<file path="src/rtl/raabb_hit_collector_if.sv">
// Issue/result bundle of raabb_hit_collector: ray issue handshake, pipeline hit bit,
// show-ahead result stream and status outputs.
interface raabb_hit_collector_if #(
  parameter int ID_W    = 8,
  parameter int CNT_W   = 16,
  parameter int LATENCY = 14
);
  localparam int IF_W = $clog2(LATENCY + 1);

  logic             issue_valid;
  logic [ID_W-1:0]  issue_id;
  logic             issue_ready;
  logic             hit_miss;
  logic             res_valid;
  logic             res_ready;
  logic [ID_W-1:0]  res_id;
  logic             res_hit;
  logic [CNT_W-1:0] hit_count;
  logic [CNT_W-1:0] miss_count;
  logic [IF_W-1:0]  inflight;
  logic             overrun;

  modport slave (
    input  issue_valid, issue_id, hit_miss, res_ready,
    output issue_ready, res_valid, res_id, res_hit, hit_count, miss_count, inflight, overrun
  );

  modport master (
    output issue_valid, issue_id, hit_miss, res_ready,
    input  issue_ready, res_valid, res_id, res_hit, hit_count, miss_count, inflight, overrun
  );
endinterface

</file>
<file path="src/rtl/raabb_hit_collector.sv">
// Tags rays into a fixed-latency delay line, pairs them with the free-running
// pipeline's hit bit and buffers {id,hit} in a credit-protected show-ahead FIFO.
module raabb_hit_collector #(
  parameter int LATENCY = 14,
  parameter int ID_W    = 8,
  parameter int DEPTH   = 16,
  parameter int CNT_W   = 16
) (
  input logic                  clk,
  input logic                  rst,
  raabb_hit_collector_if.slave bus
);
  localparam int AW   = $clog2(DEPTH);
  localparam int PW   = AW + 1;
  localparam int IF_W = $clog2(LATENCY + 1);

  typedef struct packed {
    logic [ID_W-1:0] id;
    logic            hit;
  } res_t;

  logic [LATENCY:1]           vld_pipe_q, vld_pipe_d;
  logic [LATENCY:1][ID_W-1:0] id_pipe_q, id_pipe_d;
  logic [PW-1:0]              wr_ptr_q, wr_ptr_d, rd_ptr_q, rd_ptr_d;
  logic [PW-1:0]              fifo_cnt_q, fifo_cnt_d;
  logic [IF_W-1:0]            inflight_q, inflight_d;
  logic [CNT_W-1:0]           hit_cnt_q, hit_cnt_d, miss_cnt_q, miss_cnt_d;
  logic                       overrun_q, overrun_d;
  logic                       res_valid_q, res_valid_d;
  res_t                       res_q, res_d;
  res_t                       mem_q [DEPTH];

  logic accept, retire, pop, issue_ready;
  res_t wr_data, head;

  // Credit counts both buffered results and tags still in the delay line,
  // so a retiring tag always finds a free FIFO slot.
  assign fifo_cnt_q  = wr_ptr_q - rd_ptr_q;
  assign issue_ready = (32'(fifo_cnt_q) + 32'(inflight_q)) < DEPTH;

  always_comb begin
    accept  = bus.issue_valid & issue_ready;
    retire  = vld_pipe_q[LATENCY];
    pop     = res_valid_q & bus.res_ready;
    wr_data = '{id: id_pipe_q[LATENCY], hit: bus.hit_miss};

    vld_pipe_d    = '0;
    id_pipe_d     = '0;
    vld_pipe_d[1] = accept;
    id_pipe_d[1]  = bus.issue_id;
    for (int k = 2; k <= LATENCY; k++) begin
      vld_pipe_d[k] = vld_pipe_q[k-1];
      id_pipe_d[k]  = id_pipe_q[k-1];
    end

    wr_ptr_d   = wr_ptr_q + PW'(retire);
    rd_ptr_d   = rd_ptr_q + PW'(pop);
    fifo_cnt_d = wr_ptr_d - rd_ptr_d;
    inflight_d = inflight_q + IF_W'(accept) - IF_W'(retire);

    // Next head may be the entry landing this very edge, before mem_q holds it.
    head        = (rd_ptr_d == wr_ptr_q) ? wr_data : mem_q[rd_ptr_d[AW-1:0]];
    res_valid_d = fifo_cnt_d != '0;
    res_d       = res_valid_d ? head : res_q;

    hit_cnt_d  = hit_cnt_q;
    miss_cnt_d = miss_cnt_q;
    if (retire && bus.hit_miss && hit_cnt_q != '1)    hit_cnt_d  = hit_cnt_q + 1'b1;
    if (retire && !bus.hit_miss && miss_cnt_q != '1)  miss_cnt_d = miss_cnt_q + 1'b1;

    overrun_d = overrun_q | (bus.issue_valid & ~issue_ready);
  end

  always_ff @(posedge clk or posedge rst) begin
    if (rst) begin
      vld_pipe_q  <= '0;
      id_pipe_q   <= '0;
      wr_ptr_q    <= '0;
      rd_ptr_q    <= '0;
      inflight_q  <= '0;
      hit_cnt_q   <= '0;
      miss_cnt_q  <= '0;
      overrun_q   <= 1'b0;
      res_valid_q <= 1'b0;
      res_q       <= '0;
    end else begin
      vld_pipe_q  <= vld_pipe_d;
      id_pipe_q   <= id_pipe_d;
      wr_ptr_q    <= wr_ptr_d;
      rd_ptr_q    <= rd_ptr_d;
      inflight_q  <= inflight_d;
      hit_cnt_q   <= hit_cnt_d;
      miss_cnt_q  <= miss_cnt_d;
      overrun_q   <= overrun_d;
      res_valid_q <= res_valid_d;
      res_q       <= res_d;
    end
  end

  // Storage needs no reset: pointers alone define what is valid.
  always_ff @(posedge clk) begin
    if (retire) mem_q[wr_ptr_q[AW-1:0]] <= wr_data;
  end

  assign bus.issue_ready = issue_ready;
  assign bus.res_valid   = res_valid_q;
  assign bus.res_id      = res_q.id;
  assign bus.res_hit     = res_q.hit;
  assign bus.hit_count   = hit_cnt_q;
  assign bus.miss_count  = miss_cnt_q;
  assign bus.inflight    = inflight_q;
  assign bus.overrun     = overrun_q;
endmodule
</file>
<file path="src/flat_wrapper.sv">
// flat-port wrapper written by rule: the top's interface ports become plain ports
module raabb_hit_collector_flat 
#(
  parameter int LATENCY = 14,
  parameter int ID_W    = 8,
  parameter int DEPTH   = 16,
  parameter int CNT_W   = 16
)
  (clk, rst, bus_issue_valid, bus_issue_id, bus_hit_miss, bus_res_ready, bus_issue_ready, bus_res_valid, bus_res_id, bus_res_hit, bus_hit_count, bus_miss_count, bus_inflight, bus_overrun);
  raabb_hit_collector_if #(.ID_W(ID_W), .CNT_W(CNT_W), .LATENCY(LATENCY)) bus_i ();
  input logic clk;
  input logic rst;
  input wire logic [$bits(bus_i.issue_valid)-1:0] bus_issue_valid;
  input wire logic [$bits(bus_i.issue_id)-1:0] bus_issue_id;
  input wire logic [$bits(bus_i.hit_miss)-1:0] bus_hit_miss;
  input wire logic [$bits(bus_i.res_ready)-1:0] bus_res_ready;
  output wire logic [$bits(bus_i.issue_ready)-1:0] bus_issue_ready;
  output wire logic [$bits(bus_i.res_valid)-1:0] bus_res_valid;
  output wire logic [$bits(bus_i.res_id)-1:0] bus_res_id;
  output wire logic [$bits(bus_i.res_hit)-1:0] bus_res_hit;
  output wire logic [$bits(bus_i.hit_count)-1:0] bus_hit_count;
  output wire logic [$bits(bus_i.miss_count)-1:0] bus_miss_count;
  output wire logic [$bits(bus_i.inflight)-1:0] bus_inflight;
  output wire logic [$bits(bus_i.overrun)-1:0] bus_overrun;
  assign bus_i.issue_valid = bus_issue_valid;
  assign bus_i.issue_id = bus_issue_id;
  assign bus_i.hit_miss = bus_hit_miss;
  assign bus_i.res_ready = bus_res_ready;
  assign bus_issue_ready = bus_i.issue_ready;
  assign bus_res_valid = bus_i.res_valid;
  assign bus_res_id = bus_i.res_id;
  assign bus_res_hit = bus_i.res_hit;
  assign bus_hit_count = bus_i.hit_count;
  assign bus_miss_count = bus_i.miss_count;
  assign bus_inflight = bus_i.inflight;
  assign bus_overrun = bus_i.overrun;
  raabb_hit_collector #(.LATENCY(LATENCY), .ID_W(ID_W), .DEPTH(DEPTH), .CNT_W(CNT_W)) u_core (.clk(clk), .rst(rst), .bus(bus_i));
endmodule
</file>
<file path="config.mk">
export PLATFORM = sky130hd
export DESIGN_NAME = raabb_hit_collector_flat
export DESIGN_NICKNAME = d
export VERILOG_FILES = /design/src/rtl/raabb_hit_collector_if.sv /design/src/rtl/raabb_hit_collector.sv /design/src/flat_wrapper.sv
export SDC_FILE = /design/constraint.sdc
export NUM_CORES = 1
export LEC_CHECK = 0
export BUFFER_PORTS_ARGS = -buffer_cell sky130_fd_sc_hd__buf_2
export CORE_ASPECT_RATIO = 0.75
export CORE_MARGIN = 2
export CORE_UTILIZATION = 50
export CTS_CLUSTER_SIZE = 10
export DETAILED_ROUTE_END_ITERATION = 8
export PLACE_DENSITY = 0.74
export SLEW_MARGIN = 20
export SYNTH_ARGS = -nofsm -noshare
export SYNTH_HDL_FRONTEND = slang
export SYNTH_SLANG_ARGS = --single-unit
</file>
<file path="constraint.sdc">
create_clock -name clk -period 6.58 [get_ports clk]
set_input_delay 0.329 -clock clk [delete_from_list [all_inputs] [get_ports clk]]
set_output_delay 0.329 -clock clk [all_outputs]
set_load 0.01 [all_outputs]
</file>
* Word level (Yosys, flattened, before mapping)
Memories as Yosys holds them, arrays and structs flattened.
Index checks and enable logic that the tools add are counted.
** Word-level totals
- Memories :: 1
- Output and inout bits :: 48
- Bits in registers :: 183
- RAM bits :: 144
- Logic and storage cells :: 52
** Memory list
- u_core.mem_q :: words 16, bits a word 9, read ports 1, clocked after memory_dff 0, write ports 1, RTL line raabb_hit_collector.sv:31 : res_t mem_q [DEPTH];
** Operators by class
- Reductions and logical operators :: 6
- Magnitude comparators :: 1
- Muxes and demuxes :: 3
- Equal/unequal tests :: 3
- Add/sub/neg operators :: 9
- Bitwise operators :: 5
** Operator list (number)
- $add A16 B1 Y16 const B :: 2
- $lt A32 B5 Y1 const B :: 1
- $ne A16 B16 Y1 const B :: 2
- $add A5 B1 Y5 :: 2
- $sub A5 B5 Y5 :: 2
- $mux W9 :: 1
- $add A5 B4 Y6 :: 1
- $eq A5 B5 Y1 :: 1
- $reduce_bool A5 Y1 :: 1
- $add A4 B1 Y4 :: 1
- $logic_and A1 B1 Y1 :: 4
- $sub A4 B1 Y4 :: 1
- $and A1 B1 Y1 :: 3
- $mux W1 :: 2
- $logic_not A1 Y1 :: 1
- $not A1 Y1 :: 1
- $or A1 B1 Y1 :: 1

* Depth between registers and ports, before layout
Gate-level depths: netlist of the first run.
- Depth after elaboration :: 6
- Mapped depth :: 15
- Gate-level depth less buffers :: 14

* Least setup slack after synthesis of the first run
Ideal clock, no wire load.
- Kind :: flip-flop to flip-flop
- From :: register u_core.res_valid_q (netlist: u_core.bus.res_valid)
- To :: register u_core.res_q, in the netlist u_core.bus.res_hit
- Stages on the path, launching flop included :: 14
- Setup time :: 0.125 ns
- Required time :: 6.455 ns
- Setup slack :: 3.064 ns
- Data arrival time :: 3.391 ns
- Path buffers :: 2
- Path through :: dfrtp_1 and2_1 ha_1 ha_1 clkbuf_1 buf_1 inv_1 ha_1 nor2b_1 o21ai_0 nand2b_1 and3_1 o2111ai_2 mux2_2
** On the way
- Longest elaborated chain between the ends :: 4
** RTL lines
- from (decl) :: RTL line raabb_hit_collector.sv:29 : logic res_valid_q, res_valid_d;
- from (signal assigned) :: RTL line raabb_hit_collector.sv:95 : res_valid_q <= res_valid_d;
- $and A1 B1 Y1 :: RTL line raabb_hit_collector.sv:44 : pop = res_valid_q & bus.res_ready;
- $add A5 B1 Y5 :: RTL line raabb_hit_collector.sv:57 : rd_ptr_d = rd_ptr_q + PW'(pop);
- named net u_core.rd_ptr_d[1] :: RTL line raabb_hit_collector.sv:24 : logic [PW-1:0] wr_ptr_q, wr_ptr_d, rd_ptr_q, rd_ptr_d;
- $sub A5 B5 Y5 :: RTL line raabb_hit_collector.sv:58 : fifo_cnt_d = wr_ptr_d - rd_ptr_d;
- $reduce_bool A5 Y1 :: RTL line raabb_hit_collector.sv:63 : res_valid_d = fifo_cnt_d != '0;
- named net u_core.res_valid_d :: RTL line raabb_hit_collector.sv:29
- to (signal assigned) :: RTL line raabb_hit_collector.sv:96 : res_q <= res_d;
- to (decl) :: RTL line raabb_hit_collector.sv:30 : res_t res_q, res_d;
The timed path passes the listed nets, and every way through them passes these cells.
A chain may end at the register's enable or synchronous reset.

* Worst setup path in the final report of the first run
- From :: register u_core.res_valid_q (netlist: u_core.bus.res_valid)
- To :: register u_core.res_q, in the netlist u_core.bus.res_id[5]
Same word-level chain as after synthesis.

==> flow_summary.json, run 1 <==
{
  "dr.pass1.iters": 5,
  "slew_viol_final": 0,
  "grt_max_degree": 101,
  "cts_sinks": 327,
  "status": "finished, final reports clean",
  "io_buffers": 60,
  "pre_cts_ws_ns": 2.71,
  "critPathKind": "register to register",
  "ff2ff_path_depth": 10,
  "tns_ns": 0,
  "max_freq_mhz": 263,
  "yosys_warnings": 0,
  "drive_above_1_share_pct": 22.0,
  "finalNetCount": 768,
  "synth_cells": 631,
  "dp_cells": 984,
  "routed_via_density": 5.45,
  "ant_nets": 0,
  "fin_cells": 1053,
  "fin_crit_sh_pct": 57.7,
  "cts_resized": 0,
  "multi_input_comb_area_mm2": 0.00271,
  "cts_buffers": 38,
  "critPathLaunchType": "register",
  "htreeDepth": 2,
  "finalWirelength_um": 20900,
  "first_global_vias": 6047,
  "synth_area_leaders": "dfrtp_1 (39%), edfxtp_1 (37%), mux4_2 (6.9%)",
  "ys_seq_area_share_pct": 75.8,
  "stdcell_area_mm2": 0.0136,
  "p_clk_share_pct": 29.6,
  "cp-startpoint": "u_core.bus.res_valid",
  "synth-edff-count": 144,
  "hold_viol_final": 0,
  "rsz0062_at_grt": "false",
  "worst_pin_slew_ns": 1.11,
  "chipHeight_um": 137,
  "critPathArrivalTime_ns": 4.18,
  "r2r_start": "u_core.bus.res_valid",
  "maxCapViolCount": 0,
  "peakVddDrop_uv": 372,
  "slowest_delay_ns": 0.81,
  "dpl.hpwl_um": 12900,
  "r2r_setup_slack_ns": 2.78,
  "ctsLongestPathBuffers": 3,
  "cts.clk_slew.worst_paths_ns": 0.05,
  "crit_chain": "and2_1 -> ha_2 -> buf_4 -> ha_1 -> nor2b_1 -> o21ai_0 -> nand2b_1 -> and3_1 -> o2111ai_2 -> mux2_2",
  "yosysTopAreaCell": "dfrtp_1",
  "drcViolationCount": 0,
  "intPower_mw": 4.30,
  "yosysUniqueCellTypes": 44,
  "synth_top_area_share_pct": 39.0,
  "dieArea_mm2": 0.0247,
  "start_util_pct": 50.9,
  "root_buffer": "clkbuf_16",
  "synth_ff_type": "dfrtp_1",
  "power_frac_comb_pct": 29.8,
  "syn_area_mm2": 0.0117,
  "cts_tree": "done",
  "pwr-share-seq_pct": 40.6,
  "wl_per_cell_um": 19.8,
  "synthArstFlopShare_pct": 56.0,
  "switchingPower_mw": 1.82,
  "cp-endpoint": "u_core.bus.res_id[5]",
  "rr_endpoint": "u_core.bus.res_id[5]",
  "grt_antenna_before_repair": 1,
  "crit_fanout": 21,
  "place.gp.congestion": 0.814,
  "clk_latency_ns": 0.51,
  "drt_iter0_drc": 466,
  "syn2layout_area_growth_pct": 15.6,
  "grt_overflow": 0,
  "switching_share_pct": 29.7,
  "maxSlewHeadroom_pct": 26.0,
  "row_count": 48,
  "place_area_mm2": 0.0124,
  "setup_viol": 0,
  "synth_seq_cells": 327,
  "avgSynthCellArea_um2": 18.6,
  "fp.dieW_um": 181,
  "p_leak_nw": 5.50,
  "diodes": 0,
  "period_needed_ns": 3.80,
  "worstHoldPathType": "primary input to asynchronous set/reset pin",
  "cp-end-kind": "register",
  "pwr_density_cell_mw_per_mm2": 451,
  "grt.total_usage_pct": 17.7,
  "slowest_stage": "ha_2",
  "fin_util_pct": 58.9,
  "required_ns": 6.96,
  "core_area_mm2": 0.0231,
  "worst_hold_slack_ns": 0.0278,
  "cts_setup_buffers": 0,
  "setup_ws_ns": 2.78,
  "fill_cells": 1720,
  "ios": 61,
  "regArea_mm2": 0.00890,
  "power.total_mw": 6.12,
  "via_count": 5742,
  "syn_nets": 667,
  "grt_pass1_wl_um": 33400,
  "clock_skew_ns": 0.00610
}
## kinds of logic (layout without fill, tap and decap cells)
family / Yosys count / in the layout / synth area share [%]
and+or+nand+nor: 93 / 93 / 4.03
adders and majority gates: 23 / 23 / 2.58
buffers and inverters: 36 / 158 / 1.21
DFF: 327 / 327 / 75.8
xor gates and xnor gates: 49 / 49 / 3.84
AOI/OAI and AO/OA: 20 / 20 / 1.42
muxes: 83 / 83 / 11.1
## flip-flops by register name, indices dropped and copies added (netlist names), 5 cells and up
| signal | cells |
|---|---|
| u_core.bus.hit_count | 16 |
| u_core.bus.miss_count | 16 |
| u_core.mem_q | 144 |
| u_core.vld_pipe_q | 14 |
| u_core.bus.res_id | 8 |
| u_core.rd_ptr_q | 5 |
| u_core.id_pipe_q | 8 |
| u_core.wr_ptr_q | 5 |
| u_core.id_pipe_d | 104 |
## power by group through the flow
| stage | clock, mW | sequential, mW | combinational [mW] |
|---|---|---|---|
| after global placement | 0 | 2.50 | 1.76 |
| final | 1.81 | 2.49 | 1.82 |
| after CTS | 1.87 | 2.49 | 1.84 |
| after detailed placement | 0 | 2.52 | 1.82 |
| after floorplan | 0 | 2.48 | 1.39 |
| after global routing | 1.96 | 2.51 | 1.99 |
## how the worst min path moves through the flow
stage	startpoint	end	slack [ns]	cells after the start
final	rst	u_core.bus.miss_count[13]	0.03	2
after global routing	rst	u_core.vld_pipe_q[6]	0.11	2
after CTS	rst	u_core.vld_pipe_q[6]	0.05	2
after detailed placement	u_core.id_pipe_d[93]	u_core.id_pipe_d[101]	0.33	0
after global placement	u_core.id_pipe_d[78]	u_core.id_pipe_d[86]	0.33	0
after floorplan	u_core.id_pipe_d[92]	u_core.id_pipe_d[100]	0.33	0
## layer usage
layer | up-vias | track usage [%] | wire [um]
li1 | 2516 | - | -
met1 | 2978 | 25.3 | 9050
met2 | 209 | 28.1 | 10000
met3 | 37 | 3.83 | 1480
met4 | 2 | 4.79 | 320
met5 | - | 0 | 13
## worst max-delay path, delay by kind of cell (launching register included)
kind	cells	cell delay, ns
buf+inv	1	0.47
compound gates	2	0.81
simple gates	4	0.51
flops	1	0.37
mux	1	0.42
fa+ha+maj	2	1.05
## cell type report
cell class,instances,share of cell area (%)
Clock inverter,3,0.249
Multi-Input combinational cell,268,20.0
Timing Repair Buffer,76,3.27
Clock buffer,58,7.56
Inverter,21,0.617
Tap cell,300,2.76
Sequential cell,327,65.6
## cell usage after synthesis (2+ instances only)
cell	count
nand3b_1	2
o21ai_0	3
nand4_1	5
clkbuf_1	3
ha_1	21
nor2_1	19
mux2i_1	27
inv_1	20
mux2_2	10
a21o_1	3
a21oi_1	5
nor2b_1	5
edfxtp_1	144
nand2b_1	4
nor3_1	10
and4_1	3
o21bai_1	2
buf_1	6
xnor2_1	31
and3_1	4
fa_1	2
buf_2	6
xor2_1	16
nand3_1	16
mux2_1	10
dfrtp_1	183
mux4_2	36
nand2_1	19
## placed cells by master (no fill, tap or decap), types with 2 or more instances in the layout
| cell | instances |
|---|---|
| and4_1 | 3 |
| nand3b_1 | 2 |
| a21oi_1 | 5 |
| inv_6 | 3 |
| mux2_2 | 10 |
| dlygate4sd3_1 | 8 |
| dfrtp_1 | 183 |
| nor2_2 | 2 |
| buf_4 | 7 |
| mux4_2 | 36 |
| nand2b_1 | 4 |
| mux2i_1 | 27 |
| o21bai_1 | 2 |
| clkbuf_16 | 38 |
| clkbuf_1 | 20 |
| nand4_1 | 5 |
| nand2_1 | 19 |
| buf_2 | 60 |
| mux2_1 | 10 |
| nor2_1 | 17 |
| o21ai_0 | 3 |
| inv_1 | 19 |
| xnor2_1 | 31 |
| nor2b_1 | 5 |
| ha_1 | 20 |
| xor2_1 | 16 |
| and3_1 | 4 |
| a21o_1 | 3 |
| edfxtp_1 | 144 |
| nor3_1 | 9 |
| nand3_1 | 16 |
| fa_1 | 2 |
## what timing repair did
action | CTS | global route
endpoints found under the hold margin | 8 | 0
hold buffers | 8 | 0
setup endpoints to repair | 0 | 0
No activity file was read; power rests on OpenSTA's default activity.
==> inputs of run 2 (changes only) <==
- ABC_AREA: not set -> 1
- clock period: 6.58 -> 3.5 ns (I/O delays scaled with it)
==> flow_summary.json, run 2 <==
{
  "tns_ns": 0,
  "wl_met2_um": 10900,
  "synth_cells": 1127,
  "core_area_mm2": 0.0250,
  "dpl.hpwl_um": 14900,
  "finalWirelength_um": 24700,
  "start_util_pct": 50.8,
  "slowest_stage": "dfrtp_1",
  "grt_overflow": 0,
  "ant_nets": 0,
  "crit_chain": "inv_1 -> ha_1 -> a21oi_1 -> nand2_1 -> xor2_1 -> ha_1 -> a21o_1 -> a31oi_1 -> nand2_1 -> nor2_1 -> ha_1 -> inv_1 -> fa_1 -> xnor2_1",
  "cts_resized": 0,
  "p_clk_share_pct": 27.8,
  "grt_max_degree": 184,
  "maxCapViolCount": 0,
  "wl_met1_um": 11600,
  "clock_skew_ns": 0.0127,
  "setup_viol": 0,
  "r2r_setup_slack_ns": 0.53,
  "critPathLaunchType": "register",
  "syn_nets": 1163,
  "switchingPower_mw": 4.77,
  "ys_seq_area_share_pct": 70.2,
  "grt_pass1_wl_um": 40800,
  "grt_antenna_before_repair": 0,
  "cts.clk_slew.worst_paths_ns": 0.06,
  "power.total_mw": 12.7,
  "intPower_mw": 7.89,
  "top_layer_used": "met4",
  "finalNetCount": 1248,
  "row_count": 50,
  "ctsLongestPathBuffers": 3,
  "slew_viol_final": 0,
  "status": "finished, final reports clean",
  "slowest_delay_ns": 0.45,
  "max_freq_mhz": 337,
  "worstSetupPathDepth": 14,
  "drive_above_1_share_pct": 10.3,
  "largest_reg_flops": 144,
  "first_global_vias": 7649,
  "drt_iter0_drc": 718,
  "cts_buffers": 38,
  "place.gp.congestion": 0.864,
  "final_common_cell": "nand2_1",
  "wl_met3_um": 1700,
  "drcViolationCount": 0,
  "synthTopCellsByCount": "nand2_1 (369), dfrtp_1 (183), edfxtp_1 (144), nand3_1 (137), inv_1 (98)",
  "fin_crit_sh_pct": 84.9,
  "fp.dieW_um": 188,
  "pre_cts_ws_ns": 0.531,
  "place_area_mm2": 0.0133,
  "diodes": 0,
  "clk_latency_ns": 0.53,
  "critPathKind": "register to register",
  "worstHoldPathType": "primary input to register",
  "synth.most_common_cell": "nand2_1",
  "dieArea_mm2": 0.0267,
  "grt.total_usage_pct": 19.5,
  "yosysTopAreaCell": "dfrtp_1",
  "worst_pin_slew_ns": 0.932,
  "synth-edff-count": 144,
  "cp-end-kind": "register",
  "maxSlewHeadroom_pct": 37.6,
  "hold_viol_final": 0,
  "synth_seq_cells": 327,
  "htreeDepth": 2,
  "avgSynthCellArea_um2": 11.2,
  "synth_ff_type": "dfrtp_1",
  "power_frac_comb_pct": 35.3,
  "required_ns": 3.91,
  "yosysUniqueCellTypes": 32,
  "period_needed_ns": 2.97,
  "setup_ws_ns": 0.530,
  "synth_top_area_share_pct": 36.1,
  "pwr_density_cell_mw_per_mm2": 872,
  "cp-startpoint": "u_core.rd_ptr_q[2]",
  "path_delay_family": "adder cells",
  "crit_top_cell": "ha_1",
  "pwr-share-seq_pct": 36.9,
  "rr_endpoint": "u_core.bus.inflight[2]",
  "dr.pass1.iters": 6,
  "wl_per_cell_um": 15.7,
  "synth_area_leaders": "dfrtp_1 (36%), edfxtp_1 (34%), nand2_1 (11%)",
  "synthArstFlopShare_pct": 56.0,
  "syn_area_mm2": 0.0127,
  "ios": 61,
  "peakVddDrop_uv": 612,
  "root_buffer": "clkbuf_16",
  "via_count": 7918,
  "switching_share_pct": 37.7,
  "rsz0062_at_grt": "false",
  "cts_sinks": 327,
  "syn2layout_area_growth_pct": 14.5,
  "yosys_warnings": 0,
  "chipHeight_um": 142,
  "cp-endpoint": "u_core.bus.inflight[2]",
  "io_buffers": 60,
  "routed_via_density": 5.03,
  "ff2ff_path_depth": 14,
  "crit_buf_inv": 2,
  "cts_tree": "done",
  "fin_util_pct": 58.2,
  "layout_common_cells": "nand2_1 (369), dfrtp_1 (183), edfxtp_1 (144)",
  "r2r_start": "u_core.rd_ptr_q[2]",
  "crit_fanout": 7,
  "p_leak_nw": 6.56,
  "critPathArrivalTime_ns": 3.38,
  "stdcell_area_mm2": 0.0145
}
run 2: changes by cell type after synthesis, moves of 20 or more:
cell | before | now
nor2_1 | 19 | 42
inv_1 | 20 | 98
mux2i_1 | 27 | 0
nand3_1 | 16 | 137
mux4_2 | 36 | 0
nand2_1 | 19 | 369
xnor2_1 | 31 | 11
run 2: repair_timing:
item / 4_1_cts / 5_1_grt
hold buffers: 10 / 0
endpoints found under the hold margin: 74 / 0
setup buffers: 0 / 0
run 2: power by group through the flow:
stage | clock, mW | combinational (mW) | sequential (mW)
global route | 3.76 | 5.07 | 4.71
CTS | 3.60 | 4.47 | 4.66
global placement | 0 | 4.33 | 4.72
detailed placement | 0 | 4.42 | 4.73
floorplan | 0 | 3.22 | 4.72
finish | 3.52 | 4.46 | 4.67
run 2: metrics by stage:
| stage | instances | hold slack [ns] |
|---|---|---|
| after floorplan | 1127 | 0.206 |
| after global placement | 1500 | 0.284 |
| after detailed placement | 1500 | 0.284 |
| after CTS | 1575 | 0.162 |
| after global routing | 1575 | 0.180 |
| final | 1575 | 0.171 |
run 2: how the worst min path moves through the flow:
stage,slack (ns),from,end,cells after the start
floorplan,0.21,bus_issue_id[2],u_core.id_pipe_d[10],0
global placement,0.28,bus_issue_id[5],u_core.id_pipe_d[13],1
detailed placement,0.28,bus_issue_id[5],u_core.id_pipe_d[13],1
CTS,0.16,bus_hit_miss,u_core.bus.res_hit,5
global route,0.18,bus_hit_miss,u_core.mem_q[13][0],2
finish,0.17,bus_hit_miss,u_core.mem_q[1][0],2
run 2: cells by family after synthesis:
family                   synth area share, %
buffers and inverters                   4.39
XOR/XNOR                                2.56
AO/OA/AOI/OAI                          0.888
AND/OR/NAND/NOR                         19.5
adder cells (fa/ha/maj)                 2.39
flip-flops                              70.2
run 2: metal layers:
layer	GRT usage (%)	vias up
met1	29.7	3790
met5	0	-
li1	-	3833
met2	29.1	253
met3	3.49	42
met4	5.55	0
run 2: area by class of cell:
cell class	instances	area (um^2)
inverter	102	387
tap	338	423
timing repair buffer	77	478
clock buffer	62	1050
clock inverter	3	58.8
sequential	327	8900
multi-input combinational	666	3220
fill	1917	10400
